[config.mk]
export PLATFORM = sky130hd
export DESIGN_NAME = cpu86_mem_arbiter_flat
export DESIGN_NICKNAME = d
export VERILOG_FILES = /design/src/rtl/cpu86_mem_arbiter_pkg.sv /design/src/rtl/cpu86_mem_arbiter_if.sv /design/src/rtl/cpu86_mem_arb_tag_fifo.sv /design/src/rtl/cpu86_mem_arbiter.sv /design/src/flat_wrapper.sv
export SDC_FILE = /design/constraint.sdc
export NUM_CORES = 1
export LEC_CHECK = 0
export BUFFER_PORTS_ARGS = -buffer_cell sky130_fd_sc_hd__buf_2
export CORE_MARGIN = 3
export CORE_UTILIZATION = 30
export CTS_CLUSTER_DIAMETER = 30
export CTS_CLUSTER_SIZE = 24
export DETAILED_ROUTE_END_ITERATION = 10
export PLACE_DENSITY = 0.66
export SLEW_MARGIN = 0
export SYNTH_ARGS = -nofsm -noshare
export SYNTH_HDL_FRONTEND = slang
export SYNTH_SLANG_ARGS = --single-unit
export TNS_END_PERCENT = 1
[constraint.sdc]
create_clock -name clk -period 2.45 [get_ports clk]
set_clock_uncertainty 0.1 [all_clocks]
set_input_delay 0.1225 -clock clk [delete_from_list [all_inputs] [get_ports clk]]
set_output_delay 0.1225 -clock clk [all_outputs]
set_load 0.01 [all_outputs]
[src/rtl/cpu86_mem_arbiter_pkg.sv]
// cpu86 memory arbiter shared definitions.
//   req_id_t : requester identity carried through the tag FIFO
//   REQ_W    : memory request payload width
//   RES_W    : memory read response width
package cpu86_mem_arb_pkg;

   typedef enum logic {REQ_FETCH = 1'b0, REQ_EXEC = 1'b1} req_id_t;

   localparam int REQ_W = 64;
   localparam int RES_W = 32;

endpackage

[src/rtl/cpu86_mem_arbiter_if.sv]
// cpu86 memory arbiter bus bundle.
//   fetch/exec request streams (valid/ready/data, 64 bit)
//   memory request stream (valid/ready/data, 64 bit)
//   memory response stream (valid/data, 32 bit, no backpressure)
//   fetch/exec response streams (valid/data, 32 bit, no backpressure)
// Modports:
//   slave  : the arbiter's view
//   master : the surrounding units and memory
interface cpu86_mem_arbiter_if import cpu86_mem_arb_pkg::*; ();

   logic             s_axis_fetch_req_tvalid;
   logic             s_axis_fetch_req_tready;
   logic [REQ_W-1:0] s_axis_fetch_req_tdata;
   logic             s_axis_exec_req_tvalid;
   logic             s_axis_exec_req_tready;
   logic [REQ_W-1:0] s_axis_exec_req_tdata;
   logic             m_axis_mem_req_tvalid;
   logic             m_axis_mem_req_tready;
   logic [REQ_W-1:0] m_axis_mem_req_tdata;
   logic             s_axis_mem_res_tvalid;
   logic [RES_W-1:0] s_axis_mem_res_tdata;
   logic             m_axis_fetch_res_tvalid;
   logic [RES_W-1:0] m_axis_fetch_res_tdata;
   logic             m_axis_exec_res_tvalid;
   logic [RES_W-1:0] m_axis_exec_res_tdata;

   modport slave (
      input  s_axis_fetch_req_tvalid, s_axis_fetch_req_tdata,
      output s_axis_fetch_req_tready,
      input  s_axis_exec_req_tvalid, s_axis_exec_req_tdata,
      output s_axis_exec_req_tready,
      output m_axis_mem_req_tvalid, m_axis_mem_req_tdata,
      input  m_axis_mem_req_tready,
      input  s_axis_mem_res_tvalid, s_axis_mem_res_tdata,
      output m_axis_fetch_res_tvalid, m_axis_fetch_res_tdata,
      output m_axis_exec_res_tvalid, m_axis_exec_res_tdata
   );

   modport master (
      output s_axis_fetch_req_tvalid, s_axis_fetch_req_tdata,
      input  s_axis_fetch_req_tready,
      output s_axis_exec_req_tvalid, s_axis_exec_req_tdata,
      input  s_axis_exec_req_tready,
      input  m_axis_mem_req_tvalid, m_axis_mem_req_tdata,
      output m_axis_mem_req_tready,
      output s_axis_mem_res_tvalid, s_axis_mem_res_tdata,
      input  m_axis_fetch_res_tvalid, m_axis_fetch_res_tdata,
      input  m_axis_exec_res_tvalid, m_axis_exec_res_tdata
   );

endinterface

[src/rtl/cpu86_mem_arb_tag_fifo.sv]
// In-order tag FIFO holding the requester ID of every outstanding read.
//   clk, resetn : clock, asynchronous active-low reset
//   push        : enqueue push_id (ignored when full)
//   pop         : dequeue head (ignored when empty)
//   full, empty : occupancy flags
//   head        : ID of the oldest outstanding read
module cpu86_mem_arb_tag_fifo import cpu86_mem_arb_pkg::*; #(
   parameter int unsigned TAG_DEPTH = 4,
   localparam int unsigned PTR_W = $clog2(TAG_DEPTH),
   localparam int unsigned CNT_W = PTR_W + 1
) (
   input  logic    clk,
   input  logic    resetn,
   input  logic    push,
   input  req_id_t push_id,
   input  logic    pop,
   output logic    full,
   output logic    empty,
   output req_id_t head
);

   req_id_t          mem [TAG_DEPTH];
   logic [PTR_W-1:0] wr_ptr;
   logic [PTR_W-1:0] rd_ptr;
   logic [CNT_W-1:0] count;
   logic             push_ok;
   logic             pop_ok;

   assign push_ok = push && !full;
   assign pop_ok  = pop && !empty;

   always_ff @(posedge clk or negedge resetn) begin
      if (!resetn) begin
         mem    <= '{default: REQ_FETCH};
         wr_ptr <= '0;
         rd_ptr <= '0;
         count  <= '0;
      end else begin
         if (push_ok) begin
            mem[wr_ptr] <= push_id;
            wr_ptr      <= wr_ptr + PTR_W'(1);
         end
         if (pop_ok) begin
            rd_ptr <= rd_ptr + PTR_W'(1);
         end
         case ({push_ok, pop_ok})
            2'b10:   count <= count + CNT_W'(1);
            2'b01:   count <= count - CNT_W'(1);
            default: count <= count;
         endcase
      end
   end

   assign full  = (count == CNT_W'(TAG_DEPTH));
   assign empty = (count == '0);
   assign head  = mem[rd_ptr];

endmodule

[src/rtl/cpu86_mem_arbiter.sv]
// cpu86 memory port arbiter: shares one memory request/response port between
// instruction fetch (ID 0) and execution/load-store (ID 1).
//   clk            : system clock
//   resetn         : asynchronous active-low reset
//   bus            : request/response streams (slave modport)
//   err_orphan_res : sticky flag, a response arrived with no outstanding read
// Round-robin grant into a registered output stage; an in-order tag FIFO steers
// each read response back to its requester one cycle after it arrives.
module cpu86_mem_arbiter import cpu86_mem_arb_pkg::*; #(
   parameter int unsigned TAG_DEPTH = 4,
   parameter int unsigned WR_BIT    = 63
) (
   input  logic                clk,
   input  logic                resetn,
   cpu86_mem_arbiter_if.slave  bus,
   output logic                err_orphan_res
);

   req_id_t          last_grant;
   req_id_t          last_grant_nxt;
   req_id_t          grant_id;
   logic             grant_vld;
   logic [REQ_W-1:0] grant_data;
   logic             stage_free;
   logic             elig_fetch;
   logic             elig_exec;
   logic             tag_full;
   logic             tag_empty;
   logic             tag_push;
   logic             tag_pop;
   req_id_t          tag_head;

   assign stage_free = !bus.m_axis_mem_req_tvalid || bus.m_axis_mem_req_tready;

   // Writes never wait on tag space, so a read stalled on a full FIFO cannot
   // block a write from the other side. A same-cycle pop does not free a slot.
   assign elig_fetch = bus.s_axis_fetch_req_tvalid &&
                       (bus.s_axis_fetch_req_tdata[WR_BIT] || !tag_full);
   assign elig_exec  = bus.s_axis_exec_req_tvalid &&
                       (bus.s_axis_exec_req_tdata[WR_BIT] || !tag_full);

   always_comb begin
      grant_vld      = 1'b0;
      grant_id       = REQ_FETCH;
      last_grant_nxt = last_grant;
      if (stage_free) begin
         if (elig_fetch && elig_exec) begin
            grant_vld = 1'b1;
            grant_id  = (last_grant == REQ_FETCH) ? REQ_EXEC : REQ_FETCH;
         end else if (elig_fetch) begin
            grant_vld = 1'b1;
            grant_id  = REQ_FETCH;
         end else if (elig_exec) begin
            grant_vld = 1'b1;
            grant_id  = REQ_EXEC;
         end
      end
      if (grant_vld) begin
         last_grant_nxt = grant_id;
      end
   end

   assign grant_data = (grant_id == REQ_EXEC) ? bus.s_axis_exec_req_tdata
                                              : bus.s_axis_fetch_req_tdata;

   assign bus.s_axis_fetch_req_tready = grant_vld && (grant_id == REQ_FETCH);
   assign bus.s_axis_exec_req_tready  = grant_vld && (grant_id == REQ_EXEC);

   assign tag_push = grant_vld && !grant_data[WR_BIT];
   assign tag_pop  = bus.s_axis_mem_res_tvalid && !tag_empty;

   // Pointer resets to EXEC so the first contested grant goes to fetch.
   always_ff @(posedge clk or negedge resetn) begin
      if (!resetn) begin
         last_grant                <= REQ_EXEC;
         bus.m_axis_mem_req_tvalid <= 1'b0;
         bus.m_axis_mem_req_tdata  <= '0;
      end else begin
         last_grant <= last_grant_nxt;
         if (grant_vld) begin
            bus.m_axis_mem_req_tvalid <= 1'b1;
            bus.m_axis_mem_req_tdata  <= grant_data;
         end else if (bus.m_axis_mem_req_tready) begin
            bus.m_axis_mem_req_tvalid <= 1'b0;
         end
      end
   end

   always_ff @(posedge clk or negedge resetn) begin
      if (!resetn) begin
         bus.m_axis_fetch_res_tvalid <= 1'b0;
         bus.m_axis_fetch_res_tdata  <= '0;
         bus.m_axis_exec_res_tvalid  <= 1'b0;
         bus.m_axis_exec_res_tdata   <= '0;
         err_orphan_res              <= 1'b0;
      end else begin
         bus.m_axis_fetch_res_tvalid <= tag_pop && (tag_head == REQ_FETCH);
         bus.m_axis_exec_res_tvalid  <= tag_pop && (tag_head == REQ_EXEC);
         if (tag_pop && (tag_head == REQ_FETCH)) begin
            bus.m_axis_fetch_res_tdata <= bus.s_axis_mem_res_tdata;
         end
         if (tag_pop && (tag_head == REQ_EXEC)) begin
            bus.m_axis_exec_res_tdata <= bus.s_axis_mem_res_tdata;
         end
         if (bus.s_axis_mem_res_tvalid && tag_empty) begin
            err_orphan_res <= 1'b1;
         end
      end
   end

   cpu86_mem_arb_tag_fifo #(
      .TAG_DEPTH (TAG_DEPTH)
   ) u_tag_fifo (
      .clk     (clk),
      .resetn  (resetn),
      .push    (tag_push),
      .push_id (grant_id),
      .pop     (tag_pop),
      .full    (tag_full),
      .empty   (tag_empty),
      .head    (tag_head)
   );

endmodule

[src/flat_wrapper.sv]
// flat-port wrapper written by rule: the top's interface ports become plain ports
module cpu86_mem_arbiter_flat import cpu86_mem_arb_pkg::*;
#(
   parameter int unsigned TAG_DEPTH = 4,
   parameter int unsigned WR_BIT    = 63
)
  (clk, resetn, err_orphan_res, bus_s_axis_fetch_req_tvalid, bus_s_axis_fetch_req_tdata, bus_s_axis_fetch_req_tready, bus_s_axis_exec_req_tvalid, bus_s_axis_exec_req_tdata, bus_s_axis_exec_req_tready, bus_m_axis_mem_req_tvalid, bus_m_axis_mem_req_tdata, bus_m_axis_mem_req_tready, bus_s_axis_mem_res_tvalid, bus_s_axis_mem_res_tdata, bus_m_axis_fetch_res_tvalid, bus_m_axis_fetch_res_tdata, bus_m_axis_exec_res_tvalid, bus_m_axis_exec_res_tdata);
  cpu86_mem_arbiter_if bus_i ();
  input  logic clk;
  input  logic resetn;
  output logic err_orphan_res;
  input wire logic [$bits(bus_i.s_axis_fetch_req_tvalid)-1:0] bus_s_axis_fetch_req_tvalid;
  input wire logic [$bits(bus_i.s_axis_fetch_req_tdata)-1:0] bus_s_axis_fetch_req_tdata;
  output wire logic [$bits(bus_i.s_axis_fetch_req_tready)-1:0] bus_s_axis_fetch_req_tready;
  input wire logic [$bits(bus_i.s_axis_exec_req_tvalid)-1:0] bus_s_axis_exec_req_tvalid;
  input wire logic [$bits(bus_i.s_axis_exec_req_tdata)-1:0] bus_s_axis_exec_req_tdata;
  output wire logic [$bits(bus_i.s_axis_exec_req_tready)-1:0] bus_s_axis_exec_req_tready;
  output wire logic [$bits(bus_i.m_axis_mem_req_tvalid)-1:0] bus_m_axis_mem_req_tvalid;
  output wire logic [$bits(bus_i.m_axis_mem_req_tdata)-1:0] bus_m_axis_mem_req_tdata;
  input wire logic [$bits(bus_i.m_axis_mem_req_tready)-1:0] bus_m_axis_mem_req_tready;
  input wire logic [$bits(bus_i.s_axis_mem_res_tvalid)-1:0] bus_s_axis_mem_res_tvalid;
  input wire logic [$bits(bus_i.s_axis_mem_res_tdata)-1:0] bus_s_axis_mem_res_tdata;
  output wire logic [$bits(bus_i.m_axis_fetch_res_tvalid)-1:0] bus_m_axis_fetch_res_tvalid;
  output wire logic [$bits(bus_i.m_axis_fetch_res_tdata)-1:0] bus_m_axis_fetch_res_tdata;
  output wire logic [$bits(bus_i.m_axis_exec_res_tvalid)-1:0] bus_m_axis_exec_res_tvalid;
  output wire logic [$bits(bus_i.m_axis_exec_res_tdata)-1:0] bus_m_axis_exec_res_tdata;
  assign bus_i.s_axis_fetch_req_tvalid = bus_s_axis_fetch_req_tvalid;
  assign bus_i.s_axis_fetch_req_tdata = bus_s_axis_fetch_req_tdata;
  assign bus_s_axis_fetch_req_tready = bus_i.s_axis_fetch_req_tready;
  assign bus_i.s_axis_exec_req_tvalid = bus_s_axis_exec_req_tvalid;
  assign bus_i.s_axis_exec_req_tdata = bus_s_axis_exec_req_tdata;
  assign bus_s_axis_exec_req_tready = bus_i.s_axis_exec_req_tready;
  assign bus_m_axis_mem_req_tvalid = bus_i.m_axis_mem_req_tvalid;
  assign bus_m_axis_mem_req_tdata = bus_i.m_axis_mem_req_tdata;
  assign bus_i.m_axis_mem_req_tready = bus_m_axis_mem_req_tready;
  assign bus_i.s_axis_mem_res_tvalid = bus_s_axis_mem_res_tvalid;
  assign bus_i.s_axis_mem_res_tdata = bus_s_axis_mem_res_tdata;
  assign bus_m_axis_fetch_res_tvalid = bus_i.m_axis_fetch_res_tvalid;
  assign bus_m_axis_fetch_res_tdata = bus_i.m_axis_fetch_res_tdata;
  assign bus_m_axis_exec_res_tvalid = bus_i.m_axis_exec_res_tvalid;
  assign bus_m_axis_exec_res_tdata = bus_i.m_axis_exec_res_tdata;
  cpu86_mem_arbiter #(.TAG_DEPTH(TAG_DEPTH), .WR_BIT(WR_BIT)) u_core (.clk(clk), .resetn(resetn), .bus(bus_i), .err_orphan_res(err_orphan_res));
endmodule
# After elaboration in Yosys (flattened, before gate mapping)
# Cells that the tools add are included.
word_totals:
  word_cells: 70
  output_inout_bits: 134
  regBits: 144
classes:
  magnitude_cmp: 3
  addsub: 4
  bitwise_logic: 4
  n_eq_ne: 3
  mux: 18
  reduce_logical: 23
op_table:
  columns: ["op", "count"]
  rows:
  - ["2-to-1 mux 64 bit", 1]
  - ["logical AND 1 bit", 13]
  - ["2-to-1 mux 1 bit", 13]
  - [">= comparator 3 bit (second input constant)", 2]
  - ["inverter 2 -> 3 bit", 2]
  - ["one-hot mux 3 bit (2 select lines)", 1]
  - ["adder 2 x 1 -> 2 bit (second input constant)", 2]
  - ["bitwise mux 4 bit", 1]
  - ["zero test 1 bit", 4]
  - ["nonzero test 2 bit", 2]
  - ["adder 3 x 1 -> 3 bit (second input constant)", 1]
  - ["equality test 3 bit (second input constant)", 1]
  - ["zero test 3 bit", 1]
  - ["logical OR 1 bit", 3]
  - ["less-than comparator 3 x 1 -> 1 bit (second input constant)", 1]
  - ["subtractor 3 x 1 -> 3 bit (second input constant)", 1]
  - ["binary-select mux 1 bit (select 2 bit)", 1]
  - ["demux 1 bit (select 2 bit)", 1]
  - ["equality test 2 x 1 -> 1 bit (second input constant)", 1]
  - ["equality test 2 bit (second input constant)", 1]
  - ["inverter 1 bit", 2]

# Logic depth before layout (Yosys ltp)
logic_depth:
  word_depth: 14
  ltp_mapped: 9
  mapped_depth_nobuf: 9

# Cells and area by module
# Synthesis repeated with hierarchy kept, for this count alone.
unflattened:
  hier_cells: 423
  hier_area_um2: 6393.6
modules_own_cells:
  columns: ["mod", "area_each_um2", "seq_area_each_um2", "cells_each", "instances"]
  rows:
  - ["cpu86_mem_arbiter", 5788.1, 3329.4, 369, 1]
  - ["cpu86_mem_arb_tag_fifo", 605.6, 275.3, 54, 1]

# Worst setup path before layout
# OpenSTA, ideal clock, no wires.
synth_path:
  path_kind: "reg2reg"
  start: "register u_core.u_tag_fifo.count[0]"
  end: "register u_core.bus.m_axis_mem_req_tdata[15]"
  slack_ps: 246
  path_stages_with_launch: 7
  setup_time_ps: 125
  t_arrival_ps: 1979
  cell_sequence: "dfrtp_1 -> or4b_4 -> o2111ai_1 -> buf_4 -> buf_6 -> mux2_1 -> mux2_4"
synth_via:
  elab_chain_cells: 9
  word_cells_on_any_way: 15
synth_rtl:
  columns: ["item", "line", "rtl"]
  rows:
  - ["from (decl)", "cpu86_mem_arb_tag_fifo.sv:25", "logic [CNT_W-1:0] count;"]
  - ["from (signal assigned)", "cpu86_mem_arb_tag_fifo.sv:47", "2'b10: count <= count + CNT_W'(1);"]
  - ["from (signal assigned)", "cpu86_mem_arb_tag_fifo.sv:48", "2'b01: count <= count - CNT_W'(1);"]
  - ["from (signal assigned)", "cpu86_mem_arb_tag_fifo.sv:49", "default: count <= count;"]
  - ["equality test 3 bit (*)", "cpu86_mem_arb_tag_fifo.sv:54", "assign full = (count == CNT_W'(TAG_DEPTH));"]
  - ["zero test 1 bit (*)", "cpu86_mem_arbiter.sv:38, cpu86_mem_arbiter.sv:40", null]
  - ["logical OR 1 bit", "cpu86_mem_arbiter.sv:40", "(bus.s_axis_exec_req_tdata[WR_BIT] || !tag_full);"]
  - ["logical AND 1 bit", "cpu86_mem_arbiter.sv:39", "assign elig_exec = bus.s_axis_exec_req_tvalid &&"]
  - ["2-to-1 mux 1 bit", "cpu86_mem_arbiter.sv:53", "end else if (elig_exec) begin"]
  - ["2-to-1 mux 1 bit", "cpu86_mem_arbiter.sv:50", "end else if (elig_fetch) begin"]
  - ["2-to-1 mux 1 bit", "cpu86_mem_arbiter.sv:47", "if (elig_fetch && elig_exec) begin"]
  - ["2-to-1 mux 1 bit", "cpu86_mem_arbiter.sv:46", "if (stage_free) begin"]
  - ["2-to-1 mux 64 bit", "cpu86_mem_arbiter.sv:63", "assign grant_data = (grant_id == REQ_EXEC) ? bus.s_axis_exec_req_tdata"]
  - ["to (signal assigned)", "cpu86_mem_arbiter.sv:82", "bus.m_axis_mem_req_tdata <= grant_data;"]
  - ["to (decl)", "cpu86_mem_arbiter_if.sv:32", "output m_axis_mem_req_tvalid, m_axis_mem_req_tdata,"]
# Mark *: on every way between the ends. The rest lies on a longest branch, timed or not.
# A chain may end at the register's enable or synchronous reset.

# Worst setup path after layout
layout_path:
  start: "register u_core.u_tag_fifo.count[1]"
  end: "output port bus_s_axis_fetch_req_tready"
layout_via:
  elab_chain_cells: 10
  word_cells_on_any_way: 16
layout_rtl:
  columns: ["item", "line", "rtl"]
  rows:
  - ["equality test 3 bit (*)", "cpu86_mem_arb_tag_fifo.sv:54", null]
  - ["zero test 1 bit (*)", "cpu86_mem_arbiter.sv:38, cpu86_mem_arbiter.sv:40", null]
  - ["logical OR 1 bit", "cpu86_mem_arbiter.sv:40", null]
  - ["logical AND 1 bit", "cpu86_mem_arbiter.sv:39", null]
  - ["2-to-1 mux 1 bit", "cpu86_mem_arbiter.sv:53", null]
  - ["2-to-1 mux 1 bit", "cpu86_mem_arbiter.sv:50", null]
  - ["2-to-1 mux 1 bit", "cpu86_mem_arbiter.sv:47", null]
  - ["2-to-1 mux 1 bit", "cpu86_mem_arbiter.sv:46", null]
  - ["inverter 1 bit", "cpu86_mem_arbiter.sv:66", "assign bus.s_axis_fetch_req_tready = grant_vld && (grant_id == REQ_FETCH);"]
  - ["logical AND 1 bit (*)", "cpu86_mem_arbiter.sv:66", null]
  - ["to (decl)", "flat_wrapper.sv:14", "output wire logic [$bits(bus_i.s_axis_fetch_req_tready)-1:0] bus_s_axis_fetch_req_tready;"]
# Marked as above.

==> metrics.md <==
| Metric | Value |
|---|---|
| CP Cell Sequence | or4b_4, o2111ai_4, buf_6, inv_2, nor3_1, buf_2 |
| Hold Fails Final Rpt | 0 |
| Total inserted antenna cells | 0 |
| Syn nets | around 580 |
| Routed WL | 19.13 mm |
| Worst ir drop on vdd | 0.4835 mV |
| Worst Setup End Kind | output port |
| Pleak | 5.077 nW |
| TritonCTS Sinks | 144 |
| Port bufs | 299 |
| Vias in the first global route | approximately 6k |
| Worst reg-to-reg path cell count | 5 |
| GP Congestion | roughly 0.73 |
| Overflow after GRT | 0 |
| Slowest cell on the critical path | or4b_4 |
| Vias per cell | 4.445 |
| # H-tree levels | 4 |
| Synth Register Bits | 144 |
| Final Slew Violations | 0 |
| CTS root buf | clkbuf_16 |
| Crit Path Max Fanout | 6 |
| Max Fclk | 0.4287 GHz |
| Power density over cell area | 1012 nW/um^2 |
| Worst-Margin Slew | 0.5287 ns |
| Clock transition at path regs | 0.06 ns |
| Cells after Synth | 411 |
| Tightest Hold Check Type | in -> reg |
| Post-Place Cells | just under 1k |
| Status | finished clean |
| FF-to-FF End | u_core.bus.m_axis_mem_req_tdata[26] |
| Final Setup Violations | 0 |
| Number of flops mapped to enable cells by yosys | 0 |
| CP Data Required Time | approximately 2.2 ns |
| Max-Cap Viols | 0 |
| Fin Setup TNS | 0 ns |
| Routed len/inst | 16.28 um |
| Slew HR | 0.6475 |
| Avg Cell Area, Syn | about 16 sq um |
| Fin crit period | about 2.3 ns |
| Yosys warns | 0 |
| Die width | between 150 and 200 um |
| Synth cell types | 33 |
| Worst path max stage delay | ~0.57 ns |
| Sequential fraction of the synthesis area | 0.5550 |
| Initial core utilization | 0.3070 |
| Final HPWL DP | 11.85 mm |
| 1st-iter DRT viols | between 100 and 150 |
| Setup repair after global routing missed its margin | no |
| Worst min-delay path endpoint | u_core.last_grant |
| First-pass GRT wire length | approximately 31 mm |
| CP startpoint kind | flip-flop |
| Reg-to-reg critical path startpoint | u_core.u_tag_fifo.count[1] |
| Layout cell share with drive strength beyond 1 | 0.5600 |
| Die area | around 23,000 sq um |
| Crit path DAT | between 2 and 2.5 ns |
| Drt drc | 0 |
| Non-Filler Instances | 1,175 |
| CP Class | reg -> out |
| Worst hold margin | 0.07598 ns |
| Initial antenna violation count | 0 |
| Layout area overhead | 63.72% |
| Vias | 5,223 |
| Hold Crit Start | bus_s_axis_exec_req_tvalid |
| Mapped Area | about 6500 sq um |
| Largest net degree at the start of global routing | 55 |
| Die height | ~150 um |
| Final Cycle Share | 0.9521 |
| Worst hold stages | 4 |
| Prevailing post-synth register cell | dfrtp_1 |
| R2R setup slack | between 0.1 and 0.15 ns |
| CTS buffer count | 17 |
| Fill cells | around 1.8k |
| DR pass1 iterations | 6 |
| Boundary Pins | 300 |
| Clk buf depth | 2 |
| Total track usage | 0.1650 |
| Rows | 53 |
| Critical Path Source | u_core.u_tag_fifo.count[1] |
| Fraction of registers with async set/reset | 1.000 |
| CTS tree | yes |
| Post-DRT Antenna Nets | 0 |
| Core area | 21,150 sq um |
| Layout Nets | 1,059 |
| Clk_lat worst skew | 0.41 ns |
-- layout by cell type (no fill, tap or decap), types with 2 or more instances in the layout --
master	count
clkinv_4	6
inv_6	2
buf_4	8
mux2_1	48
buf_6	2
mux2_2	114
mux2_4	33
nor2_4	2
dfrtp_2	2
ha_1	5
nand3_1	4
dlygate4sd3_1	162
nor3_1	2
buf_2	298
dfrtp_1	141
inv_1	9
xnor2_1	4
clkbuf_16	17
bufinv_16	2
xor2_1	2
buf_12	6
clkbuf_8	3
nand2_1	6
nand2b_1	3
-- flip-flops by register name, summed over array words and instances, names as in the netlist, 2 cells and up --
signal,count
u_core.bus.m_axis_exec_res_tdata,32
u_core.u_tag_fifo.mem,4
u_core.u_tag_fifo.count,3
u_core.bus.m_axis_mem_req_tdata,64
u_core.bus.m_axis_fetch_res_tdata,32
u_core.u_tag_fifo.rd_ptr,2
u_core.u_tag_fifo.wr_ptr,2
-- worst max-delay path by stage --
stage	end	slack, ns	depth (start not counted)
after floorplan	u_core.bus.m_axis_mem_req_tdata[15]	0.25	6
after global routing	bus_s_axis_fetch_req_tready	0.01	6
after CTS	bus_s_axis_fetch_req_tready	0.07	6
after detailed placement	u_core.bus.m_axis_mem_req_tdata[31]	0.15	5
final	bus_s_axis_fetch_req_tready	0.12	6
after global placement	u_core.bus.m_axis_mem_req_tdata[0]	0.17	5
-- layout make-up --
class / instances / area (sq um) / area share
clock buffer: 20 / 466.7 / 0.04389
clock inverter: 12 / 148.9 / 0.01400
inverter: 10 / 37.54 / 0.003530
multi-input combinational: 238 / 2714 / 0.2552
sequential: 144 / 3607 / 0.3392
tap: 275 / 344.1 / 0.03236
timing repair buffer: 476 / 3316 / 0.3118
-- Yosys cell counts (2+ instances only) --
master,count,share of area
ha_1,5,0.0096
mux2_1,48,0.083
xnor2_1,4,0.0054
nor2_2,2,0.0019
dfrtp_1,143,0.55
buf_2,7,0.0054
buf_6,11,0.019
xor2_1,2,0.0027
mux2_2,114,0.20
nand2b_1,3,0.0029
nand3_1,4,0.0031
inv_1,9,0.0052
nor3_1,2,0.0015
nand2_1,6,0.0035
mux2_4,33,0.076
-- per-layer routing --
metal | GRT usage | up-vias | wire (um)
met5 | 0 | - | 0
met2 | 0.2979 | 199 | 9997
met1 | 0.1783 | 2558 | 7408
met4 | 0.07637 | 0 | 737
li1 | - | 2415 | -
met3 | 0.04643 | 51 | 991
-- kinds of logic (layout without fill, tap and decap cells) --
group,Yosys count,count (layout),synth area share
simple gates,22,22,0.02138
xor+xnor,6,6,0.008091
flops,144,144,0.5550
buf+inv,29,518,0.03140
compound gates,7,7,0.009247
mux,197,197,0.3622
fa+ha+maj,6,6,0.01271
-- through the flow --
stage | cell area (sq um) | worst slack (ns) | util | power, mW
5_1_grt | 10630 | 0.01064 | 0.5027 | 11.43
6_report | 10630 | 0.1174 | 0.5027 | 10.76
4_1_cts | 10630 | 0.07052 | 0.5026 | 10.90
2_1_floorplan | 6495 | 0.2455 | - | 6.297
3_3_place_gp | 8383 | 0.1656 | 0.3963 | 7.842
3_5_place_dp | 8383 | 0.1500 | 0.3963 | 7.947
-- report_power, final --
part	leakage [nW]	internal, mW	switching [mW]
Sequential	1.69	3.39	0.523
Clock	0.299	1.61	1.07
Combinational	3.09	2.30	1.87
-- worst max-delay path, delay by kind of cell (launching register included) --
family | cells | cell delay [ns]
buf+inv | 3 | 0.37
flops | 1 | 0.44
simple gates | 2 | 0.74
compound gates | 1 | 0.15
-- what timing repair did --
item	in CTS	in global routing
resized for setup	1	2
hold endpoints to repair	182	0
gates cloned	0	0
hold buffers	162	0
endpoints found under the setup margin	1	1
buffers inserted	1	0
No activity file was read; power rests on OpenSTA's default activity.
